[config.mk]
export PLATFORM = sky130hd
export DESIGN_NAME = mms_mem_arb
export DESIGN_NICKNAME = d
export VERILOG_FILES = /design/src/rtl/mms_mem_arb.sv
export SDC_FILE = /design/constraint.sdc
export NUM_CORES = 1
export LEC_CHECK = 0
export CAP_MARGIN = 10
export CORE_AREA = 4 4 212 214
export CTS_CLUSTER_DIAMETER = 100
export DETAILED_ROUTE_END_ITERATION = 6
export DIE_AREA = 0 0 216 218
export HOLD_SLACK_MARGIN = 0.08
export PLACE_DENSITY = 0.7
export SLEW_MARGIN = 20
export SYNTH_ARGS = -nofsm -noshare
export SYNTH_HDL_FRONTEND = slang
export SYNTH_SLANG_ARGS = --single-unit
[constraint.sdc]
create_clock -name clk -period 2.1 [get_ports clk]
set_input_delay 0.63 -clock clk [delete_from_list [all_inputs] [get_ports clk]]
set_output_delay 0.63 -clock clk [all_outputs]
set_load 0.1 [all_outputs]
[src/rtl/mms_mem_arb.sv]
// Two-port cache-line memory arbiter: I-cache refills and D-cache refill/writeback
// share one single-beat memory port, round-robin granted, one line transaction in flight.
module mms_mem_arb #(
   parameter int ADDR_WD = 32,
   parameter int DATA_WD = 32,
   parameter int BEATS   = 4
) (
   input  logic                     clk,
   input  logic                     rst_n,
   input  logic                     ic_req_valid,
   output logic                     ic_req_ready,
   input  logic [ADDR_WD-1:0]       ic_req_addr,
   output logic                     ic_rsp_valid,
   output logic [BEATS*DATA_WD-1:0] ic_rsp_data,
   input  logic                     dc_req_valid,
   output logic                     dc_req_ready,
   input  logic [ADDR_WD-1:0]       dc_req_addr,
   input  logic                     dc_req_we,
   input  logic [BEATS*DATA_WD-1:0] dc_req_wdata,
   output logic                     dc_rsp_valid,
   output logic [BEATS*DATA_WD-1:0] dc_rsp_data,
   output logic                     mem_valid,
   input  logic                     mem_ready,
   output logic [ADDR_WD-1:0]       mem_addr,
   output logic                     mem_we,
   output logic [DATA_WD-1:0]       mem_wdata,
   input  logic                     mem_rvalid,
   input  logic [DATA_WD-1:0]       mem_rdata
);
   localparam int LINE_WD = BEATS * DATA_WD;
   localparam int BEAT_W  = (BEATS > 1) ? $clog2(BEATS) : 1;
   localparam int STEP    = DATA_WD / 8;
   localparam int OFF_W   = $clog2(LINE_WD / 8);
   localparam logic [ADDR_WD-1:0] OFF_MASK  = ADDR_WD'((64'd1 << OFF_W) - 64'd1);
   localparam logic [BEAT_W-1:0]  LAST_BEAT = BEAT_W'(BEATS - 1);

   typedef enum logic [1:0] {IDLE, REQ, WAIT, RESP} state_e;

   state_e              state_q, state_d;
   logic                owner_dc_q, owner_dc_d;
   logic                we_q, we_d;
   logic                last_dc_q, last_dc_d;
   logic [ADDR_WD-1:0]  addr_q, addr_d;
   logic [LINE_WD-1:0]  wdata_q, wdata_d;
   logic [LINE_WD-1:0]  rbuf_q, rbuf_d;
   logic [BEAT_W-1:0]   beat_q, beat_d;
   logic                mem_valid_q, mem_valid_d;
   logic                ic_rsp_q, ic_rsp_d;
   logic                dc_rsp_q, dc_rsp_d;
   logic                grant_dc;

   // D-cache wins when it is alone or when the I-cache had the previous grant.
   assign grant_dc     = dc_req_valid && (!ic_req_valid || !last_dc_q);
   assign ic_req_ready = rst_n && (state_q == IDLE) && ic_req_valid && !grant_dc;
   assign dc_req_ready = rst_n && (state_q == IDLE) && grant_dc;

   always_comb begin
      state_d    = state_q;
      owner_dc_d = owner_dc_q;
      we_d       = we_q;
      last_dc_d  = last_dc_q;
      addr_d     = addr_q;
      wdata_d    = wdata_q;
      rbuf_d     = rbuf_q;
      beat_d     = beat_q;
      case (state_q)
         IDLE: begin
            if (ic_req_ready || dc_req_ready) begin
               owner_dc_d = dc_req_ready;
               last_dc_d  = dc_req_ready;
               we_d       = dc_req_ready && dc_req_we;
               addr_d     = (dc_req_ready ? dc_req_addr : ic_req_addr) & ~OFF_MASK;
               wdata_d    = dc_req_ready ? dc_req_wdata : '0;
               beat_d     = '0;
               rbuf_d     = '0;
               state_d    = REQ;
            end
         end
         REQ: begin
            if (mem_ready) begin
               if (we_q) begin
                  beat_d = (beat_q == LAST_BEAT) ? '0 : beat_q + BEAT_W'(1);
                  if (beat_q == LAST_BEAT) state_d = RESP;
               end else begin
                  state_d = WAIT;
               end
            end
         end
         WAIT: begin
            if (mem_rvalid) begin
               rbuf_d[int'(beat_q)*DATA_WD +: DATA_WD] = mem_rdata;
               beat_d  = (beat_q == LAST_BEAT) ? '0 : beat_q + BEAT_W'(1);
               state_d = (beat_q == LAST_BEAT) ? RESP : REQ;
            end
         end
         RESP:    state_d = IDLE;
         default: state_d = IDLE;
      endcase
      // Strobes are registered off the next state so they line up with it.
      mem_valid_d = (state_d == REQ);
      ic_rsp_d    = (state_d == RESP) && !owner_dc_d;
      dc_rsp_d    = (state_d == RESP) && owner_dc_d;
   end

   always_ff @(posedge clk or negedge rst_n) begin
      if (!rst_n) begin
         state_q     <= IDLE;
         owner_dc_q  <= 1'b0;
         we_q        <= 1'b0;
         last_dc_q   <= 1'b1;
         addr_q      <= '0;
         wdata_q     <= '0;
         rbuf_q      <= '0;
         beat_q      <= '0;
         mem_valid_q <= 1'b0;
         ic_rsp_q    <= 1'b0;
         dc_rsp_q    <= 1'b0;
      end else begin
         state_q     <= state_d;
         owner_dc_q  <= owner_dc_d;
         we_q        <= we_d;
         last_dc_q   <= last_dc_d;
         addr_q      <= addr_d;
         wdata_q     <= wdata_d;
         rbuf_q      <= rbuf_d;
         beat_q      <= beat_d;
         mem_valid_q <= mem_valid_d;
         ic_rsp_q    <= ic_rsp_d;
         dc_rsp_q    <= dc_rsp_d;
      end
   end

   assign mem_valid    = mem_valid_q;
   assign mem_we       = we_q;
   assign mem_addr     = addr_q + ADDR_WD'(int'(beat_q) * STEP);
   assign mem_wdata    = wdata_q[int'(beat_q)*DATA_WD +: DATA_WD];
   assign ic_rsp_valid = ic_rsp_q;
   assign dc_rsp_valid = dc_rsp_q;
   assign ic_rsp_data  = rbuf_q;
   assign dc_rsp_data  = rbuf_q;

endmodule

==> flow_metrics.env <==
export IMPL_irDropWorstVdd_uv=1150
export IMPL_period_needed_ns=2.64
export IMPL_power_mw=33.6
export IMPL_drc=0
export IMPL_antennaDiodeCount=0
export IMPL_worst_pin_slew_ns=0.835
export IMPL_syn_area_per_cell_um2=12.1
export IMPL_vias=10843
export IMPL_clock_sinks=294
export IMPL_total_leakage_power_nw=10.4
export IMPL_finalCritPeriodShare_pct=126
export IMPL_grt_pass1_vias=11362
export IMPL_maxSlewViolCount=0
export IMPL_routed_via_density=5.06
export IMPL_setup_tns_ns=-22.77
export IMPL_finalSetupViolCount=86
export IMPL_dr_pass1_iters=4
export IMPL_synth_cell_types=44
export IMPL_hold_ws_ns=0.480
export IMPL_hold_violations=0
export IMPL_initial_core_util_pct=30.6
export IMPL_finalClockSkew_ns=0.0148
export IMPL_grt_pass1_wl_um=73700
export IMPL_netlist_top_cells_area="dfrtp_1 56%, a22o_1 11%, buf_4 7.5%, mux4_2 5.5%, nand2_1 4.0%"
export IMPL_synth_main_ff_cell="dfrtp_1"
export IMPL_hold_class="flip-flop to flip-flop"
export IMPL_cp_max_fo=6
export IMPL_cts_tree="built"
export IMPL_violations="negative setup slack"
export IMPL_rsz0062_at_grt="yes"
export IMPL_detail_route_wl_per_cell_um=23.5
export IMPL_status="finished, violations left"
export IMPL_synth_edf_count=0
export IMPL_p_per_area_nw_per_um2=1420
export IMPL_required_ns=1.47
export IMPL_clk_path_buf_depth=3
export IMPL_gp_congestion=0.878
export IMPL_drtAntennaViolNets=0
export IMPL_setup_slack_ns=-0.545
export IMPL_path_class="flip-flop to primary output"
export IMPL_placed_area_um2=21800
export IMPL_cts_root_buffer="clkbuf_16"
export IMPL_drive_gt1_share_pct=36.5
export IMPL_grt_overflow=0
export IMPL_grt_start_max_net_pins=142
export IMPL_syn_area_um2=13100
export IMPL_grtUsageTotal_pct=20.2
export IMPL_synth_top_area_cell="dfrtp_1"
export IMPL_wl_um=50400
export IMPL_fp_dieArea_um2=47100
export IMPL_slew_headroom_pct=44.3
export IMPL_post_synth_top_count_cell="dfrtp_1"
export IMPL_cts_htree_levels=2
export IMPL_max_freq_ghz=0.378
export IMPL_ios=557
export IMPL_synthCells=1085
export IMPL_crit_arrival_ns=2.01
export IMPL_dieHeight_um=218
export IMPL_die_x_um=216
export IMPL_ys_top_cells_by_count="293 x dfrtp_1, 160 x a22o_1, 139 x nand2_1"
export IMPL_ys_seq_area_share_pct=56.0
export IMPL_cts_made_buffers=34
export IMPL_dp_hpwl_um=36100
export IMPL_clk_pin_slew_ns=0.06
export IMPL_cap_violations=0
export IMPL_ys_async_sr_fraction_pct=100
export IMPL_endpoint_kind="primary output"
export IMPL_synth_top_area_share_pct=55.8
export IMPL_clkLatencyLatePin_ns=0.53
export IMPL_nets=1774
export IMPL_fp_coreArea_um2=42900
export IMPL_yosysWarnings=0
export IMPL_start_kind="flip-flop"
export IMPL_area_growth_pct=81.0
export IMPL_numPortBuffers=546
export IMPL_ys_seq_elements=294
export IMPL_antenna_found_initial=3
export IMPL_rows=76
export IMPL_drt_iter0_drc=569
export IMPL_stdcell_area_um2=23800
-- cells by family after synthesis --
logic type | synth area share (%)
compound gates | 19.4
flops | 56.0
buf+inv | 11.9
simple gates | 6.29
mux | 5.57
fa+ha+maj | 0.762
other cells | 0.0286
-- sequential cells by signal, indices dropped and copies added (netlist names) --
signal and cells:
last_dc_q 1, beat_q 2, state_q 2, mem_we 1
dc_rsp_valid 1, owner_dc_q 1, mem_valid 1, wdata_q 128
dc_rsp_data 128, ic_rsp_valid 1, addr_q 28
-- per-layer routing --
| metal | share of wire [%] | vias up | global-route usage (%) |
|---|---|---|---|
| met4 | 2.9 | 2 | 6.08 |
| met3 | 8.3 | 89 | 5.67 |
| met5 | 0.026 | - | 0 |
| met1 | 37 | 5503 | 24.2 |
| li1 | - | 4723 | - |
| met2 | 51 | 526 | 35.4 |
-- layout by cell type (no fill, tap or decap), types with 25 or more instances in the layout --
cell type        synthesis  layout
dfrtp_1                293     291
clkdlybuf4s50_1          0     219
mux4_2                  32      32
buf_4                  132      46
clkbuf_16                0      40
and3_1                  29      29
o31ai_1                 58      26
o21ai_0                 32      25
buf_12                   0     344
nand2_1                139     130
inv_1                   38      34
a221o_1                 28      28
o31ai_2                  6      33
a22o_1                 160     160
-- stage by stage --
stage,utilization (%),cells,worst slack [ns]
2_1_floorplan,-,1086,-0.251
3_3_place_gp,50.9,2056,-0.467
3_5_place_dp,50.9,2056,-0.414
4_1_cts,54.7,2136,-0.599
5_1_grt,55.4,2143,-0.623
6_report,55.4,2143,-0.545
-- critical path, cell delays in order, from the launching register on --
cell and delay (ns):
dfrtp_4 0.42, buf_12 0.15, buf_16 0.16, mux4_2 0.55, buf_12 0.19
-- power breakdown --
part	switching (mW)	leakage, nW	internal [mW]
Sequential	1.21	3.94	7.20
Clock	2.43	0.570	3.74
Combinational	11.6	5.89	7.45
Total	15.2	10.4	18.4
-- layout make-up --
cell class | count | area, um2
fill | 3364 | 19100
timing repair buffer | 630 | 9810
sequential | 294 | 7370
multi-input combinational | 536 | 4540
clock buffer | 45 | 1010
tap | 585 | 732
clock inverter | 14 | 156
inverter | 39 | 153
-- what timing repair did --
action / 4_1_cts / 5_1_grt
cloned: 5 / 4
hold endpoints to repair: 3 / 0
buffers inserted: 14 / 3
pin swaps: 5 / 2
endpoints found under the setup margin: 109 / 161
hold buffers: 2 / 0
gates resized for setup: 51 / 41
-- final timing paths --
| kind | from | to | slack [ns] | cells after the start |
|---|---|---|---|---|
| setup / recovery | beat_q[0]$_DFFE_PN0P_ | mem_wdata[28] | -0.54 | 4 |
| hold / removal | last_dc_q$_DFFE_PN1P_ | last_dc_q$_DFFE_PN1P_ | 0.48 | 2 |
| setup reg to reg | beat_q[0]$_DFFE_PN0P_ | dc_rsp_data[71]$_DFFE_PN0P_ | -0.18 | 9 |
| hold reg to reg | last_dc_q$_DFFE_PN1P_ | last_dc_q$_DFFE_PN1P_ | 0.48 | 2 |
| max in group asynchronous | rst_n | dc_rsp_data[69]$_DFFE_PN0P_ | 0.38 | 4 |
| min in group asynchronous | rst_n | ic_rsp_valid$_DFF_PN0_ | 0.53 | 2 |
No activity file was read; power rests on OpenSTA's default activity.
